$ cat src/rtl/seven_segment_scan.sv
// Time-multiplexed N-digit hex display driver with frame-synchronous value update,
// leading-zero blanking and global blank. Optional blink feature under SEG_BLINK_EN.
module seven_segment_scan #(
  parameter int N_DIGITS  = 4,
  parameter int SCAN_DIV  = 1000,
  parameter int LZB       = 0,
  parameter int BLINK_DIV = 64
) (
  input  logic                  clk,
  input  logic                  rst,
  input  logic [4*N_DIGITS-1:0] value_i,
  input  logic                  load_i,
  input  logic                  blank_i,
  output logic [6:0]            seg_o,
  output logic [N_DIGITS-1:0]   dig_o,
  output logic                  frame_o,
  output logic                  pending_o
`ifdef SEG_BLINK_EN
  ,
  input  logic [N_DIGITS-1:0]   blink_mask_i
`endif
);

  localparam int IW = (N_DIGITS > 1) ? $clog2(N_DIGITS) : 1;
  localparam int PW = $clog2(SCAN_DIV);
  localparam int VW = 4 * N_DIGITS;

  logic [PW-1:0] r_presc;
  logic [IW-1:0] r_idx;
  logic [VW-1:0] r_active;
  logic [VW-1:0] r_hold;

  logic       w_tick;
  logic       w_frame;
  logic [3:0] w_nib;
  logic [6:0] w_seg;
  logic       w_upper_zero;
  logic       w_lz_blank;
  logic       w_blink_blank;
  logic       w_blank;

  assign w_tick  = (r_presc == PW'(SCAN_DIV - 1));
  assign w_frame = w_tick && (r_idx == IW'(N_DIGITS - 1));
  assign w_nib   = 4'(r_active >> {r_idx, 2'b00});

  // A digit is a leading zero when it and every more significant nibble are zero.
  always_comb begin
    w_upper_zero = 1'b1;
    for (int k = 0; k < N_DIGITS; k++) begin
      if ((k >= int'(r_idx)) && (r_active[k*4 +: 4] != 4'h0)) w_upper_zero = 1'b0;
    end
  end

  assign w_lz_blank = (LZB != 0) && (r_idx != '0) && w_upper_zero;

`ifdef SEG_BLINK_EN
  localparam int FW = $clog2(BLINK_DIV + 1);
  logic [FW-1:0] r_fcnt;
  logic          r_blink_off;

  always_ff @(posedge clk or posedge rst) begin
    if (rst) begin
      r_fcnt      <= '0;
      r_blink_off <= 1'b0;
    end else if (w_frame) begin
      if (r_fcnt == FW'(BLINK_DIV - 1)) begin
        r_fcnt      <= '0;
        r_blink_off <= ~r_blink_off;
      end else begin
        r_fcnt <= r_fcnt + FW'(1);
      end
    end
  end

  assign w_blink_blank = r_blink_off && blink_mask_i[r_idx];
`else
  assign w_blink_blank = 1'b0;
`endif

  assign w_blank = blank_i || w_lz_blank || w_blink_blank;

  always_comb begin
    case (w_nib)
      4'h0:    w_seg = 7'b0000001;
      4'h1:    w_seg = 7'b1001111;
      4'h2:    w_seg = 7'b0010010;
      4'h3:    w_seg = 7'b0000110;
      4'h4:    w_seg = 7'b1001100;
      4'h5:    w_seg = 7'b0100100;
      4'h6:    w_seg = 7'b0100000;
      4'h7:    w_seg = 7'b0001111;
      4'h8:    w_seg = 7'b0000000;
      4'h9:    w_seg = 7'b0001100;
      4'hA:    w_seg = 7'b0001000;
      4'hB:    w_seg = 7'b1100000;
      4'hC:    w_seg = 7'b0110001;
      4'hD:    w_seg = 7'b1000010;
      4'hE:    w_seg = 7'b0110000;
      default: w_seg = 7'b0111000;
    endcase
  end

  always_ff @(posedge clk or posedge rst) begin
    if (rst) begin
      r_presc <= '0;
      r_idx   <= '0;
    end else begin
      r_presc <= w_tick ? '0 : r_presc + PW'(1);
      if (w_tick) r_idx <= (r_idx == IW'(N_DIGITS - 1)) ? '0 : r_idx + IW'(1);
    end
  end

  // Active only changes on the frame edge, so every frame shows one coherent value.
  always_ff @(posedge clk or posedge rst) begin
    if (rst) begin
      r_active  <= '0;
      r_hold    <= '0;
      pending_o <= 1'b0;
    end else if (load_i && w_frame) begin
      r_active  <= value_i;
      pending_o <= 1'b0;
    end else if (load_i) begin
      r_hold    <= value_i;
      pending_o <= 1'b1;
    end else if (w_frame && pending_o) begin
      r_active  <= r_hold;
      pending_o <= 1'b0;
    end
  end

  always_ff @(posedge clk or posedge rst) begin
    if (rst) begin
      seg_o   <= '1;
      dig_o   <= '1;
      frame_o <= 1'b0;
    end else begin
      seg_o   <= w_blank ? 7'h7F : w_seg;
      dig_o   <= ~(N_DIGITS'(1) << r_idx);
      frame_o <= w_frame;
    end
  end

endmodule

$ cat config.mk
export PLATFORM = sky130hd
export DESIGN_NAME = seven_segment_scan
export DESIGN_NICKNAME = d
export VERILOG_FILES = /design/src/rtl/seven_segment_scan.sv
export SDC_FILE = /design/constraint.sdc
export NUM_CORES = 1
export LEC_CHECK = 0
export CORE_UTILIZATION = 55
export DETAILED_ROUTE_END_ITERATION = 6
export GPL_TIMING_DRIVEN = 0
export HOLD_SLACK_MARGIN = 0.12
export PLACE_DENSITY = 0.83
export SYNTH_ARGS = -nofsm -noshare
export SYNTH_HDL_FRONTEND = slang
export SYNTH_SLANG_ARGS = --single-unit
$ cat constraint.sdc
create_clock -name clk -period 2.9 [get_ports clk]
set_input_delay 0.29 -clock clk [delete_from_list [all_inputs] [get_ports clk]]
set_output_delay 0.29 -clock clk [all_outputs]
set_load 0.1 [all_outputs]
==> flow_summary.ini <==
[critical_path]
setup.worst_path.start_class = flip-flop
arrival_ps = 2730
timing.critical_path.required_ps = 3160
critPathTopFamily = simple AND/OR/NAND/NOR gates
timing.rr.start = r_presc[0]
cp-end-kind = flip-flop
crit_path_start = r_presc[0]
crit_type = reg2reg
delay_of_the_slowest_critical_path_stage_ps = 770
buffer_and_inverter_count_on_the_worst_path = 1
path_cells = ha_1 -> nand3_1 -> nor4_2 -> clkbuf_1 -> o22ai_1 -> o21ai_1
library_cell_contributing_the_largest_single_delay_on_the_critical_path = nor4_2
crit_fanout = 10

[clocking]
cts-htree-levels = 3
clock_latency_ps = 340
clk_pin_slew_ps = 60
hold_buffers = 0
cts_repair_resize_count = 0
cts_inserted_buffers = 9
cts_tree = built
cts_sinks = 57
clock_tree.buffer_depth = 2
clockRootBuffer = clkbuf_8
cts.repair_timing.setup_buffer_count = 0

[routing]
ant_nets = 0
drt_pass1_iterations = 4
avgViaCountPerCell = 5.67
totalWireLength_um = 4980
vias = 1918
initialDrtViolationCount = 166
post_drt_wl_per_cell_um = 14.7
post-route-drc-count = 0

[outcome]
run_status = complete, no violations

[die]
die_w_um = 71.8
total_die_area_mm2 = 0.00515
design.core.area_mm2 = 0.00469
row_count = 25
floorplan.io_pins = 33
initial_core_utilization = 0.571
die-height_um = 71.8

[placement]
routabilityCongestion = 0.842
dpl-instance-area_mm2 = 0.00308
buffer_ports.inserted = 31
place_hpwl_um = 3420

[power]
max-vdd-ir-drop_mv = 0.319
p_per_area_mw_per_mm2 = 502
leakagePower_nw = 1.34

[final_layout]
ff_latch_area_mm2 = 0.00144
multiInputGateArea_mm2 = 0.00112
fillerInstances = 352
post-route-cell-area_mm2 = 0.00325
antennaDiodeCount = 0
syn_to_final_growth_pct = 21.2
layout-drive-gt1-share = 0.194
layout.nets = 310

[sta]
timing.slew.headroom = 0.356
fmax_mhz = 405
hold_ws_ps = 218
rsz0062_at_grt = false
report.final.setup_viol = 0
report.final.slew_viol_count = 0
worstMarginPinSlew_ps = 963
finalClockSkew_ps = 5.52
timing_hold_violations_final = 0
fin_crit_sh = 0.852
finalSetupTns_ps = 0
layout_min_cycle_time_ps = 2470

[global_route]
grt.total_usage = 0.229
grt_first_pass_wirelength_um = 8580
pin_count_of_the_biggest_net_entering_global_routing = 47
via_count_of_the_first_global_routing_pass = 1878
grt-ovfl-total = 0
grt_antenna_before_repair = 0

[synthesis]
yosysSeqAreaShare = 0.538
mappedNetlistArea_mm2 = 0.00268
synth-compound-area-share = 0.161
muxShareOfSynthArea = 0.109
yosys_most_used_dff = dfrtp_1
synth_area_leaders = dfrtp_1 (43%), dfstp_2 (11%), mux2_2 (7.1%)
synth_top_cell_by_area = dfrtp_1
ys_async_rst_share = 1.00
post_synth_num_cell_types = 41
syn-num-nets = 267
syn_inst = 236
synth_enable_flop_cells = 0
synthAdderAreaFrac = 0.0514
syn_avg_cell_area_um2 = 11.4
main_combinational_cell_family_by_area_after_synthesis = compound AO/OA/AOI/OAI gates
synth.top_cell.area_share = 0.430
simple_logic_cell_fraction_of_the_synthesized_area = 0.0827
yosys_warnings = 0
synth-seq-cells = 57
synth_xor_area_frac = 0.0131

[min_path]
worst_hold_path_type = in2async

[run]
drv.max_cap_violation_count = 0
## final cells by class
cell class / instances / area share
multi-input cells: 154 / 0.344
clock buffers: 16 / 0.0524
inverters: 13 / 0.0150
flip-flops and latches: 57 / 0.444
plain buffers: 12 / 0.0227
repair buffers: 32 / 0.102
well taps: 54 / 0.0208
## routing by layer
metal | part of all wire | routed length, µm | track usage | vias to the layer above
li1 | - | - | - | 932
met1 | 0.44 | 2210 | 0.280 | 928
met2 | 0.49 | 2430 | 0.360 | 48
met3 | 0.053 | 262 | 0.0928 | 10
met4 | 0.015 | 74 | 0.105 | 0
met5 | 0 | 0 | 0 | -
## stage by stage
stage | power, mW | setup slack (ps) | cells | util
2_1_floorplan | 0.941 | 757 | 236 | -
3_3_place_gp | 0.988 | 290 | 321 | 0.651
3_5_place_dp | 0.995 | 531 | 322 | 0.656
4_1_cts | 1.64 | 451 | 338 | 0.692
5_1_grt | 1.69 | 152 | 338 | 0.692
6_report | 1.63 | 430 | 338 | 0.692
## synthesized netlist by cell type, types with 3 or more instances
master	count
a31oi_1	3
nand2_1	8
o21ai_1	10
nor2_1	15
mux4_2	4
ha_1	11
nand3_1	6
dfrtp_1	46
dfstp_2	11
a21oi_1	4
clkbuf_1	6
or3_1	4
mux2_2	17
o21ai_0	30
inv_1	12
o22ai_1	16
## kinds of logic after synthesis
| group | Yosys count |
|---|---|
| buffers and inverters | 25 |
| flip-flops | 57 |
| XOR/XNOR | 4 |
| AND/OR/NAND/NOR | 43 |
| AO/OA/AOI/OAI | 74 |
| adder cells (fa/ha/maj) | 11 |
| multiplexers | 22 |
## worst paths after layout
path	slack, ps	to	depth (start not counted)
max	430	r_active[0]	6
min	220	r_hold[5]	2
max reg2reg	430	r_active[0]	6
min reg2reg	460	r_presc[0]	1
max in group asynchronous	2120	dig_o[0]	3
min in group clk	290	seg_o[2]	3
## sequential cells by signal, indices dropped and copies added (netlist names)
| name | count |
|---|---|
| pending_o | 1 |
| frame_o | 1 |
| r_idx | 2 |
| dig_o | 4 |
| r_hold | 16 |
| r_presc | 10 |
| seg_o | 7 |
| r_active | 16 |
## power breakdown
part / switching [mW] / internal (mW) / leakage [nW]
Combinational: 0.0798 / 0.0633 / 0.554
Sequential: 0.0119 / 0.826 / 0.702
Clock: 0.289 / 0.359 / 0.0850
## layout by cell type (no fill, tap or decap), drive strengths merged, types with 2 or more instances in the layout
master         instances
a21oi                  5
a22o                   2
a31oi                  3
and2                   2
buf                    7
clkbuf                22
clkdlybuf4s50         31
dfrtp                 46
dfstp                 11
ha                    11
inv                   12
mux2                  17
mux4                   4
nand2                  8
nand3                  6
nor2                  15
nor3                   3
o21a                   2
o21ai                 40
o22ai                 16
or3                    4
xnor2                  2
xor2                   2
Note: power is estimated with default switching activity, not from simulation.
